<file path="src/rtl/dmem_pkg.sv">
// -----------------------------------------------------------------------------
// dmem_pkg
// Shared definitions for the data-memory responder:
//   - dmem_state_e      : responder FSM encoding (IDLE / WAIT / RESP)
//   - WORD_W / BYTE_W / LANES : data word and byte-lane geometry
//   - CNT_W             : width of the wait-state counter (0..15 wait states)
//   - DEFAULT_MMIO_BASE : default byte address of the cycle-counter register
//   - addr_in_range()   : true when a byte address falls inside DEPTH words
// -----------------------------------------------------------------------------
package dmem_pkg;

    typedef enum logic [1:0] {
        ST_IDLE = 2'd0,
        ST_WAIT = 2'd1,
        ST_RESP = 2'd2
    } dmem_state_e;

    localparam int WORD_W = 32;
    localparam int BYTE_W = 8;
    localparam int LANES  = WORD_W / BYTE_W;
    localparam int CNT_W  = 4;

    localparam logic [WORD_W-1:0] DEFAULT_MMIO_BASE = 32'hFFFF_FF00;

    // A byte address is in range when it is below DEPTH*4. For a power-of-two
    // DEPTH this is the same as all address bits above the word index being 0.
    function automatic logic addr_in_range(input logic [WORD_W-1:0] addr,
                                           input int unsigned       depth);
        logic [WORD_W+1:0] limit;
        limit = {2'b00, depth} << 2;
        return ({2'b00, addr} < limit);
    endfunction

endpackage

</file>
<file path="src/rtl/dmem_if.sv">
// -----------------------------------------------------------------------------
// dmem_if
// Request/response handshake bundle between the MEM stage (master) and the
// data-memory responder (slave).
//   req_valid/req_ready : request handshake
//   req_we, req_addr, req_wdata, req_be : request payload
//   rsp_valid/rsp_ready : response handshake
//   rsp_rdata, rsp_err  : response payload
// -----------------------------------------------------------------------------
interface dmem_if;
    import dmem_pkg::*;

    logic              req_valid;
    logic              req_ready;
    logic              req_we;
    logic [WORD_W-1:0] req_addr;
    logic [WORD_W-1:0] req_wdata;
    logic [LANES-1:0]  req_be;
    logic              rsp_valid;
    logic              rsp_ready;
    logic [WORD_W-1:0] rsp_rdata;
    logic              rsp_err;

    modport master (
        output req_valid, req_we, req_addr, req_wdata, req_be, rsp_ready,
        input  req_ready, rsp_valid, rsp_rdata, rsp_err
    );

    modport slave (
        input  req_valid, req_we, req_addr, req_wdata, req_be, rsp_ready,
        output req_ready, rsp_valid, rsp_rdata, rsp_err
    );

endinterface

</file>
<file path="src/rtl/dmem_byte_ram.sv">
// -----------------------------------------------------------------------------
// dmem_byte_ram
// DEPTH x 32-bit storage with one write enable per byte lane.
// Synchronous write, combinational read; the array has no reset.
//   clk     : clock
//   idx     : word index for both write and read
//   wr_be   : byte-lane write enables (all zero = no write)
//   wr_data : write data
//   rd_data : combinational read data at idx
// -----------------------------------------------------------------------------
module dmem_byte_ram
    import dmem_pkg::*;
#(
    parameter int DEPTH = 64
) (
    input  logic                     clk,
    input  logic [$clog2(DEPTH)-1:0] idx,
    input  logic [LANES-1:0]         wr_be,
    input  logic [WORD_W-1:0]        wr_data,
    output logic [WORD_W-1:0]        rd_data
);

    logic [WORD_W-1:0] mem_r [DEPTH];

    // Byte-lane write into the addressed word
    always_ff @(posedge clk) begin
        for (int i = 0; i < LANES; i++) begin
            if (wr_be[i]) begin
                mem_r[idx][i*BYTE_W +: BYTE_W] <= wr_data[i*BYTE_W +: BYTE_W];
            end
        end
    end

    assign rd_data = mem_r[idx];

endmodule

</file>
<file path="src/rtl/dmem_responder.sv">
// -----------------------------------------------------------------------------
// dmem_responder
// Data-memory responder for the CPU load/store path. Accepts one request at a
// time, waits WAIT_STATES cycles, commits the access on the edge entering RESP
// and holds the response until the initiator takes it.
//
// Ports:
//   clk   : system clock, rising edge
//   reset : synchronous reset, active low
//   bus   : dmem_if.slave (req_* in, req_ready out, rsp_* out, rsp_ready in)
//
// Parameters:
//   DEPTH       : number of 32-bit words (power of two, >= 4)
//   WAIT_STATES : extra cycles between accept and response (0..15)
//   MMIO_BASE   : byte address of the cycle-counter register
//
// Optional feature macro: DMEM_MMIO_EN adds a free-running cycle counter
// readable at MMIO_BASE. Without it, MMIO_BASE is an ordinary out-of-range
// address.
// -----------------------------------------------------------------------------
module dmem_responder
    import dmem_pkg::*;
#(
    parameter int                DEPTH       = 64,
    parameter int                WAIT_STATES = 0,
    parameter logic [WORD_W-1:0] MMIO_BASE   = DEFAULT_MMIO_BASE
) (
    input  logic clk,
    input  logic reset,
    dmem_if.slave bus
);

    localparam int               IDX_W     = $clog2(DEPTH);
    localparam logic [CNT_W-1:0] WAIT_INIT = CNT_W'(WAIT_STATES);

    dmem_state_e       state_r;
    dmem_state_e       next_state_s;
    logic [CNT_W-1:0]  wait_cnt_r;
    logic              we_r;
    logic [WORD_W-1:0] addr_r;
    logic [WORD_W-1:0] wdata_r;
    logic [LANES-1:0]  be_r;
    logic              rsp_valid_r;
    logic [WORD_W-1:0] rsp_rdata_r;
    logic              rsp_err_r;

    logic              accept_s;
    logic              commit_s;
    logic              misalign_s;
    logic              mmio_hit_s;
    logic              addr_err_s;
    logic [LANES-1:0]  ram_be_s;
    logic [WORD_W-1:0] ram_rdata_s;
    logic [WORD_W-1:0] load_data_s;

    assign accept_s = (state_r == ST_IDLE) && bus.req_valid;
    // The access takes effect only on the edge leaving WAIT; a reset on that
    // edge drops it, including the RAM write.
    assign commit_s = (state_r == ST_WAIT) && (wait_cnt_r == {CNT_W{1'b0}}) && reset;

`ifdef DMEM_MMIO_EN
    logic [WORD_W-1:0] cycle_cnt_r;

    // Free-running cycle counter, wraps at 2^32
    always_ff @(posedge clk) begin
        if (!reset) begin
            cycle_cnt_r <= {WORD_W{1'b0}};
        end else begin
            cycle_cnt_r <= cycle_cnt_r + 32'd1;
        end
    end
`else
    // No counter in this build; MMIO_BASE is only kept referenced.
    logic unused_mmio_base_s;
    assign unused_mmio_base_s = ^MMIO_BASE;
`endif

    // FSM state register
    always_ff @(posedge clk) begin
        if (!reset) begin
            state_r <= ST_IDLE;
        end else begin
            state_r <= next_state_s;
        end
    end

    // FSM next-state logic
    always_comb begin
        next_state_s = state_r;
        case (state_r)
            ST_IDLE: begin
                if (bus.req_valid) begin
                    next_state_s = ST_WAIT;
                end else begin
                    next_state_s = ST_IDLE;
                end
            end
            ST_WAIT: begin
                // Counter is loaded with WAIT_STATES and WAIT always lasts at
                // least one cycle, so the response appears WAIT_STATES+1
                // cycles after the accept edge.
                if (wait_cnt_r == {CNT_W{1'b0}}) begin
                    next_state_s = ST_RESP;
                end else begin
                    next_state_s = ST_WAIT;
                end
            end
            ST_RESP: begin
                if (bus.rsp_ready) begin
                    next_state_s = ST_IDLE;
                end else begin
                    next_state_s = ST_RESP;
                end
            end
            default: begin
                next_state_s = ST_IDLE;
            end
        endcase
    end

    // Address decode, RAM write enables and load-data selection
    always_comb begin
        misalign_s  = 1'b0;
        mmio_hit_s  = 1'b0;
        addr_err_s  = 1'b0;
        ram_be_s    = {LANES{1'b0}};
        load_data_s = {WORD_W{1'b0}};

        misalign_s = (addr_r[1:0] != 2'b00);
`ifdef DMEM_MMIO_EN
        mmio_hit_s = (addr_r == MMIO_BASE);
`else
        mmio_hit_s = 1'b0;
`endif
        addr_err_s = misalign_s || (!addr_in_range(addr_r, DEPTH) && !mmio_hit_s);

        // Stores to MMIO or to a bad address never reach the array.
        if (commit_s && we_r && !addr_err_s && !mmio_hit_s) begin
            ram_be_s = be_r;
        end else begin
            ram_be_s = {LANES{1'b0}};
        end

        if (!we_r && !addr_err_s) begin
`ifdef DMEM_MMIO_EN
            if (mmio_hit_s) begin
                load_data_s = cycle_cnt_r;
            end else begin
                load_data_s = ram_rdata_s;
            end
`else
            load_data_s = ram_rdata_s;
`endif
        end else begin
            load_data_s = {WORD_W{1'b0}};
        end
    end

    // Request latch, wait-state counter and registered response
    always_ff @(posedge clk) begin
        if (!reset) begin
            wait_cnt_r  <= {CNT_W{1'b0}};
            we_r        <= 1'b0;
            addr_r      <= {WORD_W{1'b0}};
            wdata_r     <= {WORD_W{1'b0}};
            be_r        <= {LANES{1'b0}};
            rsp_valid_r <= 1'b0;
            rsp_rdata_r <= {WORD_W{1'b0}};
            rsp_err_r   <= 1'b0;
        end else begin
            if (accept_s) begin
                we_r       <= bus.req_we;
                addr_r     <= bus.req_addr;
                wdata_r    <= bus.req_wdata;
                be_r       <= bus.req_be;
                wait_cnt_r <= WAIT_INIT;
            end else if ((state_r == ST_WAIT) && (wait_cnt_r != {CNT_W{1'b0}})) begin
                wait_cnt_r <= wait_cnt_r - 4'd1;
            end

            if (commit_s) begin
                rsp_valid_r <= 1'b1;
                rsp_rdata_r <= load_data_s;
                rsp_err_r   <= addr_err_s;
            end else if ((state_r == ST_RESP) && bus.rsp_ready) begin
                rsp_valid_r <= 1'b0;
            end
        end
    end

    dmem_byte_ram #(
        .DEPTH (DEPTH)
    ) u_ram (
        .clk     (clk),
        .idx     (addr_r[IDX_W+1:2]),
        .wr_be   (ram_be_s),
        .wr_data (wdata_r),
        .rd_data (ram_rdata_s)
    );

    // req_ready is forced low for as long as reset is held.
    assign bus.req_ready = (state_r == ST_IDLE) && reset;
    assign bus.rsp_valid = rsp_valid_r;
    assign bus.rsp_rdata = rsp_rdata_r;
    assign bus.rsp_err   = rsp_err_r;

endmodule
</file>
<file path="src/flat_wrapper.sv">
// flat-port wrapper written by rule: the top's interface ports become plain ports
module dmem_responder_flat import dmem_pkg::*;
#(
    parameter int                DEPTH       = 64,
    parameter int                WAIT_STATES = 0,
    parameter logic [WORD_W-1:0] MMIO_BASE   = DEFAULT_MMIO_BASE
)
  (clk, reset, bus_req_valid, bus_req_we, bus_req_addr, bus_req_wdata, bus_req_be, bus_rsp_ready, bus_req_ready, bus_rsp_valid, bus_rsp_rdata, bus_rsp_err);
  dmem_if bus_i ();
  input  logic clk;
  input  logic reset;
  input wire logic [$bits(bus_i.req_valid)-1:0] bus_req_valid;
  input wire logic [$bits(bus_i.req_we)-1:0] bus_req_we;
  input wire logic [$bits(bus_i.req_addr)-1:0] bus_req_addr;
  input wire logic [$bits(bus_i.req_wdata)-1:0] bus_req_wdata;
  input wire logic [$bits(bus_i.req_be)-1:0] bus_req_be;
  input wire logic [$bits(bus_i.rsp_ready)-1:0] bus_rsp_ready;
  output wire logic [$bits(bus_i.req_ready)-1:0] bus_req_ready;
  output wire logic [$bits(bus_i.rsp_valid)-1:0] bus_rsp_valid;
  output wire logic [$bits(bus_i.rsp_rdata)-1:0] bus_rsp_rdata;
  output wire logic [$bits(bus_i.rsp_err)-1:0] bus_rsp_err;
  assign bus_i.req_valid = bus_req_valid;
  assign bus_i.req_we = bus_req_we;
  assign bus_i.req_addr = bus_req_addr;
  assign bus_i.req_wdata = bus_req_wdata;
  assign bus_i.req_be = bus_req_be;
  assign bus_i.rsp_ready = bus_rsp_ready;
  assign bus_req_ready = bus_i.req_ready;
  assign bus_rsp_valid = bus_i.rsp_valid;
  assign bus_rsp_rdata = bus_i.rsp_rdata;
  assign bus_rsp_err = bus_i.rsp_err;
  dmem_responder #(.DEPTH(DEPTH), .WAIT_STATES(WAIT_STATES), .MMIO_BASE(MMIO_BASE)) u_core (.clk(clk), .reset(reset), .bus(bus_i));
endmodule
</file>
<file path="config.mk">
export PLATFORM = sky130hd
export DESIGN_NAME = dmem_responder_flat
export DESIGN_NICKNAME = d
export VERILOG_FILES = /design/src/rtl/dmem_pkg.sv /design/src/rtl/dmem_if.sv /design/src/rtl/dmem_byte_ram.sv /design/src/rtl/dmem_responder.sv /design/src/flat_wrapper.sv
export SDC_FILE = /design/constraint.sdc
export NUM_CORES = 2
export LEC_CHECK = 0
export ABC_AREA = 0
export BUFFER_PORTS_ARGS = -buffer_cell sky130_fd_sc_hd__buf_4
export CAP_MARGIN = 20
export CORE_MARGIN = 5
export CORE_UTILIZATION = 50
export DETAILED_ROUTE_END_ITERATION = 16
export GPL_TIMING_DRIVEN = 0
export PLACE_DENSITY = 0.66
export SLEW_MARGIN = 20
export SYNTH_ARGS = -nofsm -noshare
export SYNTH_HDL_FRONTEND = slang
export SYNTH_HIERARCHICAL = 1
export SYNTH_SLANG_ARGS = --single-unit
export TNS_END_PERCENT = 5
</file>
<file path="constraint.sdc">
create_clock -name clk -period 4.63 [get_ports clk]
set_input_delay 0.926 -clock clk [delete_from_list [all_inputs] [get_ports clk]]
set_output_delay 0.926 -clock clk [all_outputs]
set_load 0.01 [all_outputs]
</file>
# Word level (Yosys, flattened, before mapping)
# Memory sizes are Yosys's and may differ from the RTL's. A register that Yosys moved wholly into a read port is not among the register bits.
# Index checks and enable logic that the tools add are counted.
totals:
  regBits: 109
  input_bits: 73
  out_inout_bits: 35
  memories: 1
  ram_bits: 2048
  word_cells: 52
op_classes:
  muxes: 18
  n_lt_le_gt_ge: 1
  n_bitwise: 1
  reduce_logical: 19
  n_addsub: 1
  eq_ne: 2
mem_list:
  columns: ["name", "depth", "word_bits", "rd", "rd_clocked_by_memory_dff", "wr", "line", "text"]
  rows:
  - ["u_core.u_ram.mem_r", 64, 32, 1, 1, 1, "dmem_byte_ram.sv:23", "logic [WORD_W-1:0] mem_r [DEPTH];"]
ops:
  columns: ["cell", "count"]
  rows:
  - ["less-than comparator 32 x 9 -> 1 bit (second input constant)", 1]
  - ["2-to-1 mux 32 bit", 1]
  - ["2-to-1 mux 6 bit", 2]
  - ["2-to-1 mux 1 bit", 11]
  - ["logical AND 1 bit", 9]
  - ["case mux 2 bit (3 select lines)", 1]
  - ["logical NOT 4 bit", 1]
  - ["2-to-1 mux 2 bit", 2]
  - ["2-to-1 mux 4 bit", 1]
  - ["nonzero test 2 bit", 2]
  - ["nonzero test 4 bit", 1]
  - ["subtractor 4 x 1 -> 4 bit (second input constant)", 1]
  - ["logical NOT 1 bit", 3]
  - ["equality test 2 x 1 -> 1 bit (second input constant)", 1]
  - ["equality test 2 bit (second input constant)", 1]
  - ["logical NOT 2 bit", 1]
  - ["OR reduction 2 bit", 1]
  - ["logical OR 1 bit", 1]
  - ["inverter 1 bit", 1]

# Depth between registers and ports, before layout
logic_depth:
  word_depth: 8
  mapped_depth: 12
  ltp_nobuf: 8

# Hierarchy
# The synthesis kept the hierarchy.
by_module_without_submodules:
  columns: ["mod", "seq_area_each_um2", "area_each_um2", "cells_per_inst", "instances"]
  rows:
  - ["dmem_byte_ram", 61499.0, 78358.9, 4449, 1]
  - ["dmem_responder", 2182.1, 4025.1, 434, 1]

# Worst setup path before layout
# Ideal clock, no wire load.
synth_path:
  kind: "input-to-reg"
  start: "in reset"
  end: "mem u_core.u_ram.mem_r[0][0], enable pin"
  setup_time_ns: 0.370
  arrival_ns: 2.277
  required_ns: 4.260
  path_buffers: 2
  path_stages: 6
  setup_slack_ns: 1.983
  path_cell_list: "clkbuf_1 > nand3_1 > nor3_1 > buf_1 > nand2_1 > nor2_1"
synth_between:
  elab_chain_len: 6
synth_rtl:
  columns: ["item", "line", "text"]
  rows:
  - ["from (decl)", "flat_wrapper.sv:11", "input logic reset;"]
  - ["logical AND 1 bit", "dmem_responder.sv:59", "assign commit_s = (state_r == ST_WAIT) && (wait_cnt_r == {CNT_W{1'b0}}) && reset;"]
  - ["logical AND 1 bit (2 in series)", "dmem_responder.sv:138", "if (commit_s && we_r && !addr_err_s && !mmio_hit_s) begin"]
  - ["2-to-1 mux 4 bit", "dmem_responder.sv:138", null]
  - ["named net u_core.ram_be_s[0]", "dmem_responder.sv:52", "logic [LANES-1:0] ram_be_s;"]
  - ["2-to-1 mux 1 bit", "dmem_byte_ram.sv:28", "if (wr_be[i]) begin"]
  - ["2-to-1 mux 1 bit (implied by the code)", "dmem_byte_ram.sv:29", "mem_r[idx][i*BYTE_W +: BYTE_W] <= wr_data[i*BYTE_W +: BYTE_W];"]
  - ["to (decl)", "dmem_byte_ram.sv:23", null]
# The timed path passes the listed nets, and every way through them passes these cells.

# Worst setup path in the final report
layout_path:
  start: "reg u_core.addr_r[3]"
  end: "reg u_core.rsp_rdata_r[0] (netlist: u_core/bus.rsp_rdata[0])"
layout_between:
  elab_chain_len: 6
layout_rtl:
  columns: ["item", "line", "text"]
  rows:
  - ["from (decl)", "dmem_responder.sv:40", "logic [WORD_W-1:0] addr_r;"]
  - ["from (signal assigned)", "dmem_responder.sv:164", "addr_r <= {WORD_W{1'b0}};"]
  - ["from (signal assigned)", "dmem_responder.sv:173", "addr_r <= bus.req_addr;"]
  - ["less-than comparator 32 x 9 -> 1 bit", "dmem_pkg.sv:31", "return ({2'b00, addr} < limit);"]
  - ["logical NOT 1 bit", "dmem_responder.sv:135", "addr_err_s = misalign_s || (!addr_in_range(addr_r, DEPTH) && !mmio_hit_s);"]
  - ["logical OR 1 bit", "dmem_responder.sv:135", null]
  - ["logical NOT 1 bit", "dmem_responder.sv:144", "if (!we_r && !addr_err_s) begin"]
  - ["logical AND 1 bit", "dmem_responder.sv:144", null]
  - ["2-to-1 mux 32 bit", "dmem_responder.sv:144", null]
  - ["to (signal assigned)", "dmem_responder.sv:168", "rsp_rdata_r <= {WORD_W{1'b0}};"]
  - ["to (signal assigned)", "dmem_responder.sv:183", "rsp_rdata_r <= load_data_s;"]
  - ["to (decl)", "dmem_responder.sv:44", "logic [WORD_W-1:0] rsp_rdata_r;"]
# No other way between the ends.
# A chain may end at the register's enable or synchronous reset.

==> flow_results.org <==
** Run status
- Run status :: finished with violations
- The final reports fail on setup timing.

** Worst hold path
- The tightest min-delay check is of the in2reg type.

** CTS
- TritonCTS clock tree :: built
- Hold repair after CTS inserted 0 buffers.
- Total CTS buffers :: ~210
- Max Buffers Root-to-Sink :: 3
- Cell at the root of the clock tree :: sky130_fd_sc_hd__clkbuf_16
- Number of H-tree levels :: 4
- Clock tree synthesis found a total of 2,157 sinks.
- Setup bufs post-CTS :: 0
- For the worst-skew pair, the clock arrives at the later sink with an insertion delay of 880 ps.
- Clk slew on worst S/H paths :: roughly 60 ps

** Layout
- Area growth, synth to finish :: 15.6%
- Of the cells placed in the final design, the portion with a size suffix greater than 1 is around 19%.
- Fill cells in the final layout number about 13,000.
- Final instance count without filler cells :: around 7,700
- The final layout contains 5,345 nets.
- Total area of multi-input combinational cells :: 17,800 µm²
- Combined flip-flop and latch cell area :: roughly 64,000 µm²
- Final instance area :: between 90,000 and 100,000 µm²

** Yosys
- Unique masters post-synth :: 71
- In the synthesized netlist the async set-or-reset flop fraction comes to 0%.
- Each instance of the synthesized netlist takes up on average about 17 µm².
- Synthesized instance count :: 4,883
- Most used flip-flop cell after synthesis :: sky130_fd_sc_hd__edfxtp_1
- In this run, synthesis inferred 2,048 flip-flops with an integrated enable.
- Sequential area share after synthesis :: approximately 77%
- Commonest cells in the netlist :: sky130_fd_sc_hd__edfxtp_1 (2,048), sky130_fd_sc_hd__nor2_1 (433), sky130_fd_sc_hd__a221oi_1 (279)
- Register bit total from synthesis :: between 2,000 and 2,500
- Post-Synthesis Net Count :: 4,958
- Yosys warns :: 6
- By area the synthesized netlist is led by sky130_fd_sc_hd__edfxtp_1 (75%), sky130_fd_sc_hd__a221oi_1 (3.0%), sky130_fd_sc_hd__mux2i_1 (2.8%).
- Summed over all instances, the cell type with the most area after synthesis is sky130_fd_sc_hd__edfxtp_1.
- Of the post-synthesis cell area, the dominant cell type holds approximately three quarters.
- Most numerous cell in the Yosys netlist :: sky130_fd_sc_hd__edfxtp_1
- The mapped netlist covers roughly 82,000 µm².

** Floorplan
- Placement row count :: 149
- The region available for standard cell placement spans ~160,000 µm².
- The die is around 420 µm tall.
- For this design the top-level I/O count stands at roughly 110.
- Total die area :: roughly 170,000 µm²
- Initial standard-cell utilization of the core :: 50.1%
- The die is 416 µm wide.

** Power
- In this run the static leakage power is around 0.03 µW.
- The design draws ~42,000 µW.
- IR analysis of the VDD net gives a maximum drop of 0.397 mV.
- Clk pwr share :: around two fifths
- In this run switching power makes up about a quarter of total power.
- Sw power :: 10,400 µW
- Combinational logic burns 8.3% of the power.
- The internal power of the cells totals approximately 32,000 µW.
- Power per unit of standard cell area :: approximately 450 nW/µm²
- In this run, flip-flops and latches consume roughly 50% of the power.

** Timing
- Hold_ws :: slightly below 300 ps
- For the finished layout, the period the worst path requires is roughly 5200 ps.
- Fin worst setup slack :: -556 ps
- Dividing the final minimum period by the clock period gives 112%.
- The hold violation count in the final report was 0.
- Fmax :: between 150 and 200 MHz
- Unrepaired setup endpoints after global routing :: true
- Count of pins over their slew limit :: 0
- Remaining max-slew budget at the tightest pin :: under 10%
- Actual transition at the worst max-transition pin :: about 1400 ps
- Clock tree skew after final layout :: ~48 ps
- Final Setup Violations :: ~1,300

** Global route
- Total global-route track usage :: around 37%
- Global-route wire length before repair :: about 430 mm
- Entering global routing, the biggest net connects 66 pins.
- Number of global-route vias before repair :: around 50,000
- Gr ovfl total :: 0
- Antenna violations before repair :: 42

** Place
- Area post-placement :: between 80,000 and 90,000 µm²
- Counting tap cells, the placed design contains a total of 7,247 instances.
- Worst setup slack before clock tree synthesis :: -632 ps
- Total half-perimeter wirelength after legalization and detailed placement :: about 240 mm
- In this run the tool buffered the top-level ports with roughly 110 buffer cells.
- The congestion estimate from routability-driven global placement came to 1.11.

** Detailed routing
- DR vias/cell :: 7.06
- After the first detailed-routing iteration, the DRC count stood at ~10,000.
- Dividing the detail-routed wire length by the instance count gives 43.2 µm.
- The routed layout has roughly 54,000 vias.
- Total length of routed wires :: approximately 330 mm
- For this run, design rule violations remaining after detail routing come to 0.
- Once detail routing completed, the nets flagged for antenna violations numbered 0.
- For this run, the detailed router's first-pass iteration total came to 8.

** Critical path
- Critical path startpoint category :: register
- The setup check on the worst reg-to-reg path leaves a slack of -560 ps.
- Worst setup path class :: reg2reg
- Critical Path AT :: around 6000 ps
- Req. time, crit path :: 5390 ps
- Maximum fanout count along the critical path :: 10
- The worst setup path is captured at a register.

** Flow run
- Max-cap violations in this run came to 0.
==> timing repair <==
item                       4_1_cts  5_1_grt
pin swaps                        1        0
setup endpoints to repair     1831     1399
gates cloned                     0        0
resized for setup              203       74
==> logic make-up after synthesis <==
| kind of cell | synth area share (%) |
|---|---|
| adders and majority gates | 0.0304 |
| DFF | 77.3 |
| and+or+nand+nor | 4.11 |
| AOI/OAI and AO/OA | 11.0 |
| buffers and inverters | 2.22 |
| xor gates and xnor gates | 0.0319 |
| muxes | 5.29 |
==> power groups by stage <==
stage / Combinational [µW] / Sequential, µW / Clock [µW]
detailed placement: 3230 / 22100 / 0
global placement: 2820 / 22400 / 0
CTS: 3260 / 21700 / 17200
floorplan: 1340 / 22100 / 0
global route: 3430 / 21700 / 18000
finish: 3510 / 21700 / 17200
==> cell type report <==
class                      count  area share [%]
clock buffer                 254            5.72
timing repair buffer         178            2.12
multi-input combinational   2355            18.7
clock inverter               139            1.54
inverter                       9          0.0355
tap                         2189            2.88
sequential                  2157            67.0
antenna                       26          0.0683
buffer                       361            1.95
==> cell usage in the layout (no fill, tap or decap), types with 15 or more instances in the layout <==
master / count
sky130_fd_sc_hd__a21boi_0: 69
sky130_fd_sc_hd__a21oi_1: 79
sky130_fd_sc_hd__a221o_1: 30
sky130_fd_sc_hd__a221oi_1: 279
sky130_fd_sc_hd__a222oi_1: 15
sky130_fd_sc_hd__a22o_1: 62
sky130_fd_sc_hd__a22oi_1: 274
sky130_fd_sc_hd__a31oi_1: 20
sky130_fd_sc_hd__and3_1: 16
sky130_fd_sc_hd__buf_1: 23
sky130_fd_sc_hd__buf_12: 22
sky130_fd_sc_hd__buf_2: 109
sky130_fd_sc_hd__buf_4: 149
sky130_fd_sc_hd__buf_6: 40
sky130_fd_sc_hd__bufinv_16: 22
sky130_fd_sc_hd__clkbuf_1: 186
sky130_fd_sc_hd__clkbuf_16: 209
sky130_fd_sc_hd__clkbuf_2: 20
sky130_fd_sc_hd__clkinv_1: 50
sky130_fd_sc_hd__clkinv_2: 45
sky130_fd_sc_hd__dfxtp_1: 76
sky130_fd_sc_hd__dfxtp_4: 32
sky130_fd_sc_hd__diode_2: 26
sky130_fd_sc_hd__edfxtp_1: 2048
sky130_fd_sc_hd__mux2_2: 28
sky130_fd_sc_hd__mux2i_1: 232
sky130_fd_sc_hd__mux4_2: 72
sky130_fd_sc_hd__nand2_1: 216
sky130_fd_sc_hd__nand4_1: 16
sky130_fd_sc_hd__nor2_1: 217
sky130_fd_sc_hd__nor2_2: 159
sky130_fd_sc_hd__nor2_4: 57
sky130_fd_sc_hd__nor3_1: 25
sky130_fd_sc_hd__o21ai_0: 96
sky130_fd_sc_hd__o21ai_1: 24
sky130_fd_sc_hd__o221ai_1: 46
sky130_fd_sc_hd__o22ai_1: 163
sky130_fd_sc_hd__or4_1: 16
==> metal layers <==
layer | vias up | track usage [%] | share of wire, %
li1 | 20700 | - | -
met1 | 27500 | 47.2 | 34
met2 | 4791 | 52.5 | 42
met3 | 1074 | 16.2 | 16
met4 | 10 | 24.7 | 8.1
met5 | - | 1.56 | 0.13
==> worst max-delay path, cell delays in order (launching register included) <==
cell and delay [ps]:
sky130_fd_sc_hd__dfxtp_1 700, sky130_fd_sc_hd__buf_6 310, sky130_fd_sc_hd__nor2_1 140, sky130_fd_sc_hd__buf_2 330, sky130_fd_sc_hd__buf_2 420, sky130_fd_sc_hd__clkbuf_2 610
sky130_fd_sc_hd__a22oi_1 470, sky130_fd_sc_hd__o22ai_1 210, sky130_fd_sc_hd__o21ai_0 740, sky130_fd_sc_hd__and3_1 280, sky130_fd_sc_hd__nand4_1 420, sky130_fd_sc_hd__a22o_1 370
==> worst paths after layout <==
| kind | startpoint | end | cells after the start |
|---|---|---|---|
| setup reg to reg | u_core/addr_r[3] | u_core/bus.rsp_rdata[0] | 11 |
| hold / removal | bus_req_wdata[30] | u_core/wdata_r[30] | 3 |
| setup / recovery | u_core/addr_r[3] | u_core/bus.rsp_rdata[0] | 11 |
| hold reg to reg | u_core/addr_r[22] | u_core/addr_r[22] | 2 |
==> flip-flops by register name, summed over array words and instances, names as in the netlist <==
name                  count
u_core/bus.rsp_err        1
u_core/wdata_r           32
u_core/addr_r            32
u_core/u_ram/mem_r     2048
u_core/be_r               4
u_core/wait_cnt_r         4
u_core/we_r               1
u_core/bus.rsp_valid      1
u_core/bus.rsp_rdata     32
u_core/state_r            2
==> stage by stage <==
| step | util [%] | setup TNS, ps |
|---|---|---|
| floorplan | - | 0 |
| global placement | 52.3 | -1404910 |
| detailed placement | 53.2 | -422360 |
| CTS | 57.7 | -26430 |
| global route | 57.9 | -957 |
| finish | 57.9 | -146500 |
(Power assumes the default switching activity.)
